**config.mk**
```make
export PLATFORM = sky130hd
export DESIGN_NAME = lcd_serial_rx
export DESIGN_NICKNAME = d
export VERILOG_FILES = /design/src/rtl/lcd_serial_rx.sv
export SDC_FILE = /design/constraint.sdc
export NUM_CORES = 1
export LEC_CHECK = 0
export BUFFER_PORTS_ARGS = -buffer_cell sky130_fd_sc_hd__clkbuf_2
export CORE_MARGIN = 2
export CORE_UTILIZATION = 42
export CTS_BUF_LIST = sky130_fd_sc_hd__clkbuf_8
export DETAILED_ROUTE_END_ITERATION = 6
export PLACE_DENSITY = 0.72
export SETUP_SLACK_MARGIN = 0.3
export SYNTH_ARGS = -nofsm -noshare
export SYNTH_HDL_FRONTEND = slang
export SYNTH_SLANG_ARGS = --single-unit
```
**constraint.sdc**
```tcl
create_clock -name SYSCLK -period 3.4 [get_ports SYSCLK]
set_clock_uncertainty 0.2 [all_clocks]
set_input_delay 0.17 -clock SYSCLK [delete_from_list [all_inputs] [get_ports SYSCLK]]
set_output_delay 0.17 -clock SYSCLK [all_outputs]
set_load 0.01 [all_outputs]
```
**src/rtl/lcd_serial_rx.sv**
```systemverilog
// lcd_serial_rx: 8N1 UART receiver feeding a 2x16 character LCD command parser
module lcd_serial_rx #(
  parameter int CLKS_PER_BIT = 1042
) (
  input  logic       SYSCLK,
  input  logic       SYSRESET,
  input  logic       RXD,
  output logic       RX_VALID,
  output logic [7:0] RX_DATA,
  output logic       FRAME_ERR,
  output logic       WR_EN,
  output logic [4:0] WR_ADDR,
  output logic [7:0] WR_DATA,
  output logic       CLR,
  output logic [4:0] CURSOR,
  output logic [4:0] BACKLIGHT
);
  typedef enum logic [2:0] {IDLE, START, DATA, STOP, BREAK} rx_state_t;
  typedef enum logic [1:0] {NORMAL, CMD, BL} p_state_t;
  localparam logic [15:0] FULL = 16'(CLKS_PER_BIT - 1);
  localparam logic [15:0] HALF = 16'(CLKS_PER_BIT / 2 - 1);
  logic rx_s1, rx_s2, rx_prev;
  rx_state_t rx_st, rx_n;
  logic [15:0] cnt, cnt_n;
  logic [2:0] idx, idx_n;
  logic [7:0] sh, sh_n, data_n;
  logic valid_n, ferr_n, tick;
  p_state_t ps, ps_n;
  logic we_n, clr_n, printable;
  logic [4:0] addr_n, cur_n, bl_n;
  logic [7:0] wd_n;
  assign tick = cnt == 16'd0;
  assign printable = RX_DATA >= 8'h20 && RX_DATA <= 8'h7E && RX_DATA != 8'h7C;
  // two-flop synchronizer plus one delayed copy for falling-edge detection
  always_ff @(posedge SYSCLK) begin
    if (SYSRESET) {rx_s1, rx_s2, rx_prev} <= 3'b111;
    else {rx_s1, rx_s2, rx_prev} <= {RXD, rx_s1, rx_s2};
  end
  // receiver next-state: half-bit start qualification, then mid-bit sampling
  always_comb begin
    rx_n = rx_st;
    cnt_n = cnt - 16'd1;
    idx_n = idx;
    sh_n = sh;
    valid_n = 1'b0;
    ferr_n = 1'b0;
    data_n = RX_DATA;
    case (rx_st)
      IDLE: if (rx_prev && !rx_s2) begin
        rx_n = START;
        cnt_n = HALF;
      end
      START: if (tick) begin
        rx_n = rx_s2 ? IDLE : DATA;
        cnt_n = FULL;
        idx_n = 3'd0;
      end
      DATA: if (tick) begin
        sh_n = {rx_s2, sh[7:1]};
        idx_n = idx + 3'd1;
        cnt_n = FULL;
        rx_n = idx == 3'd7 ? STOP : DATA;
      end
      STOP: if (tick) begin
        rx_n = rx_s2 ? IDLE : BREAK;
        valid_n = rx_s2;
        ferr_n = !rx_s2;
        data_n = rx_s2 ? sh : RX_DATA;
      end
      BREAK: rx_n = rx_s2 ? IDLE : BREAK;
      default: rx_n = IDLE;
    endcase
  end
  // receiver state and registered result pulses
  always_ff @(posedge SYSCLK) begin
    if (SYSRESET) begin
      rx_st <= IDLE;
      cnt <= '0;
      idx <= '0;
      sh <= '0;
      RX_VALID <= 1'b0;
      FRAME_ERR <= 1'b0;
      RX_DATA <= '0;
    end else begin
      rx_st <= rx_n;
      cnt <= cnt_n;
      idx <= idx_n;
      sh <= sh_n;
      RX_VALID <= valid_n;
      FRAME_ERR <= ferr_n;
      RX_DATA <= data_n;
    end
  end
  // parser next-state: printable bytes write at the cursor, 0xFE/0x7C prefix one argument byte
  always_comb begin
    ps_n = ps;
    we_n = 1'b0;
    clr_n = 1'b0;
    addr_n = WR_ADDR;
    wd_n = WR_DATA;
    cur_n = CURSOR;
    bl_n = BACKLIGHT;
    if (RX_VALID) begin
      case (ps)
        NORMAL: begin
          ps_n = RX_DATA == 8'hFE ? CMD : RX_DATA == 8'h7C ? BL : NORMAL;
          if (printable) begin
            we_n = 1'b1;
            addr_n = CURSOR;
            wd_n = RX_DATA;
            cur_n = CURSOR + 5'd1;
          end
        end
        CMD: begin
          ps_n = NORMAL;
          clr_n = RX_DATA == 8'h01;
          cur_n = RX_DATA == 8'h01 ? 5'd0 :
                  (RX_DATA[7] && RX_DATA[5:4] == 2'b00) ? {RX_DATA[6], RX_DATA[3:0]} : CURSOR;
        end
        BL: begin
          ps_n = NORMAL;
          bl_n = (RX_DATA >= 8'd128 && RX_DATA <= 8'd157) ? 5'(RX_DATA - 8'd128) : BACKLIGHT;
        end
        default: ps_n = NORMAL;
      endcase
    end
  end
  // parser registers; write address/data hold between strobes
  always_ff @(posedge SYSCLK) begin
    if (SYSRESET) begin
      ps <= NORMAL;
      WR_EN <= 1'b0;
      CLR <= 1'b0;
      WR_ADDR <= '0;
      WR_DATA <= '0;
      CURSOR <= '0;
      BACKLIGHT <= 5'd29;
    end else begin
      ps <= ps_n;
      WR_EN <= we_n;
      CLR <= clr_n;
      WR_ADDR <= addr_n;
      WR_DATA <= wd_n;
      CURSOR <= cur_n;
      BACKLIGHT <= bl_n;
    end
  end
endmodule

```
# Word-level counts from Yosys, hierarchy flattened
# Cells that the tools add are included.
# classes
magnitude_cmp	4
muxes	22
bitwise_logic	5
reduce_logical	23
addsub	4
n_eq_ne	17
# op_table
cell	count
$mux 16	2
$pmux 16 s2	1
$mux 3	7
$logic_not 16->1	1
$sub 16x1->16 const B	1
$mux 5	3
$pmux 3 s5	1
$reduce_and 3->1	4
$ne 2x2->1 const B	5
$pmux 5 s2	1
$reduce_or 3->1	3
$eq 8x1->1 const B	1
$eq 8x7->1 const B	1
$eq 8x8->1 const B	1
$ge 8x6->1 const B	1
$ge 8x8->1 const B	1
$le 8x7->1 const B	1
$le 8x8->1 const B	1
$mux 2	4
$ne 8x7->1 const B	1
$reduce_and 4->1	2
$eq 3x2->1 const B	2
$eq 3x3->1 const B	2
$pmux 3 s2	1
other kinds (16)	27
# word_totals
register_bits	70
output_inout_bits	35
inputBits	3

# Depth between registers and ports, before layout
# logic_depth
depth_word	5
mapped_depth	9

# Worst setup path after synthesis
# Ideal clock, no wire load.
# synth_path
path_kind	reg2reg
from	register cnt[0]
to	register idx[1]
path_stages_with_launch	9
t_required_ps	3083
setup_slack_ps	1063
setup_ps	117
arrival_ps	2021
cell_sequence	dfxtp_1 -> inv_1 -> ha_1 -> nor4b_1 -> nand3_2 -> or4_4 -> buf_6 -> and2_4 -> a22o_1
# synth_via
elab_chain_len	3
elab_cells_between_ends	4
classes_between	eq/ne (2); reduce/logical (2)
# synth_lines
item	line_no	source
start, declared	24	logic [15:0] cnt, cnt_n;
start signal, assigned	86	cnt <= cnt_n;
$logic_not 16->1 *	32	assign tick = cnt == 16'd0;
$ne 2x2->1 (no line)	--	
$reduce_and 3->1 (no line) *	--	
end signal, assigned	87	idx <= idx_n;
end, declared	25	logic [2:0] idx, idx_n;
# Mark *: on every way between the ends. The rest lies on a longest branch, timed or not.
# A chain may end at the register's enable or synchronous reset.

# Worst setup path after layout
# layout_path
from	register cnt[0]
to	register idx[2]
# Same word-level chain as after synthesis.

==> metrics <==
status=completed; Fill cells=635; Finished Cell Area=around 3400 um^2; footprint of the multi-input gates=1500 um^2; VDD IR max=about 330 uV; Synth Cell Area=3000 um^2; CTS Buf Count=9; Yosys cell types=44; grt total ovfl=0; placed inst area=about 3200 um^2; Tot GR Track Use=0.167; clk_lat worst skew=0.34 ns; hold-fix buffers at CTS=1; crit end category=flip-flop; # DRC=0; Critical Path AT=2.63 ns; Post-synth top flop=dfxtp_1; Final GP Congestion=just under 0.8; Yosys top cell by area=dfxtp_1; Wirelength per Cell=around 13 um; post-detail-place hpwl=4.14 mm; Critical Path Source Type=flip-flop; routed wire length=6.01 mm; Hold Vio Cnt, Final=0; DRT iter0 DRCs=roughly 150; Post-synth EDFFs=0; Worst Hold Class=primary input to flip-flop; htree depth=3; Initial Util=0.437; Worst EP required=approximately 3.5 ns; Lkg Pwr=1.34 nW; first-pass GRT wire length=between 9 and 10 mm; Die Ht=just under 90 um; clk buf depth=2; post-CTS setup repair buffer count=0; NumNets Final=369; number of port buffers=37; FF/Latch Area=1400 um^2; Seq/Total Area, Yosys=0.466; Initial DRT Pass Iterations=4; row cnt=30; crit-path max FO=9; Power Density=577 nW/um^2; most frequent cells in the layout=dfxtp_1 (70), nor2_1 (53), clkbuf_2 (37); largest net degree at the start of global routing=51; Synth area leaders=dfxtp_1 (47%), mux2i_1 (9.7%), nor2_1 (6.6%); Slew Limit Fails=0; fin crit period=2.54 ns; worst-margin pin slew=0.821 ns; CTS tree=built; syn_nets=about 340; clk slew on worst S/H paths=roughly 0.07 ns; synthesized area per cell=9.10 um^2; post-route clock period utilization=0.747; Yosys warnings=0; Crit Path Category=flip-flop to flip-flop; die width=around 89 um; initial antenna violation count=0; n_diodes=0; Via density=between 5 and 6; Final Setup Violations=0; Clock Sinks=70; fraction of registers with async set/reset=0; vias in the first global route=about 2100; number of cells upsized or downsized after cts=0; total number of vias=roughly 2400; flop2flop setup slack=approximately 0.86 ns; RSZ-0062 raised after global routing=false; layout cells sized above 1=0.178; setup TNS=0 ns; Ports=38; fmax=just under 0.4 GHz; core outline area=slightly below 7000 um^2; root buf cell=clkbuf_8; Synth top area share=0.466; Worst slew margin=0.448; Post-Syn Instances=330; commonest non-fill, non-tap cell in the layout=dfxtp_1; Max Cap Viol=0; synthesis-to-finish area growth=13.9%; Die Area=~7800 um^2; post-route ant nets=0; Yosys reg bits=70
## kinds of logic after synthesis
kind of cell,Yosys count,share of synthesized area
DFF,70,0.466
muxes,29,0.0966
adders and majority gates,5,0.0208
and+or+nand+nor,145,0.250
buffers and inverters,26,0.0375
xor gates and xnor gates,17,0.0496
AOI/OAI and AO/OA,38,0.0787
## flip-flops by register name (all words and copies together) (netlist names)
register,count
cnt,16
RX_DATA,8
WR_DATA,8
sh,8
BACKLIGHT,5
CURSOR,5
WR_ADDR,5
idx,3
rx_st,3
ps,2
CLR,1
FRAME_ERR,1
RX_VALID,1
WR_EN,1
rx_prev,1
rx_s1,1
rx_s2,1
## layer usage
metal	vias up	part of all wire	global-route usage
li1	1199	-	-
met1	1112	0.46	0.215
met2	53	0.47	0.251
met3	9	0.060	0.0578
met4	0	0.015	0.0785
met5	-	0	0
## power by group
| part | total [W] | internal [W] | switching, W |
|---|---|---|---|
| Sequential | 0.000980 | 0.000891 | 0.0000886 |
| Combinational | 0.000420 | 0.000176 | 0.000243 |
| Clock | 0.000575 | 0.000291 | 0.000283 |
## path summary, 6_finish.rpt
kind / end / cells after the start / start
max reg2reg: idx[2] / 7 / cnt[0]
max: idx[2] / 7 / cnt[0]
min reg2reg: rx_s2 / 1 / rx_s1
min: RX_DATA[0] / 3 / SYSRESET
## layout make-up
type | instances | area share
inverter | 6 | 0.00658
clock inverter | 4 | 0.00475
timing repair buffer | 40 | 0.0614
sequential | 70 | 0.410
multi-input combinational | 234 | 0.438
clock buffer | 11 | 0.0443
tap | 96 | 0.0351
## synth_stat cells, drive strengths merged, types with 3 or more instances
library cell and number:
a211oi 3, a21oi 20, buf 8, clkbuf 12, dfxtp 70, ha 5
inv 5, mux2i 29, nand2 32, nand2b 5, nand3 12, nor2 53
nor3 8, nor4 11, o21ai 4, or2 3, or4 7, xnor2 9
xor2 8
## worst max-delay path: stages, from the launching register on
cell and delay (ns):
dfxtp_1 0.32, inv_1 0.10, ha_1 0.14, nor4b_1 0.32, nand3_2 0.25, or4_1 0.73
nor2_1 0.25, a22o_1 0.16
## metrics by stage
stage | instances | hold WS (ns) | util | total power (W) | worst slack, ns
final | 461 | 0.162 | 0.498 | 0.00197 | 0.861
after global routing | 461 | 0.172 | 0.498 | 0.00210 | 0.701
after CTS | 461 | 0.158 | 0.498 | 0.00199 | 0.883
after detailed placement | 445 | 0.165 | 0.472 | 0.00141 | 0.885
after global placement | 445 | 0.172 | 0.472 | 0.00140 | 0.988
after floorplan | 330 | 0.0738 | - | 0.00135 | 1.06
Note: power is estimated with default switching activity, not from simulation.
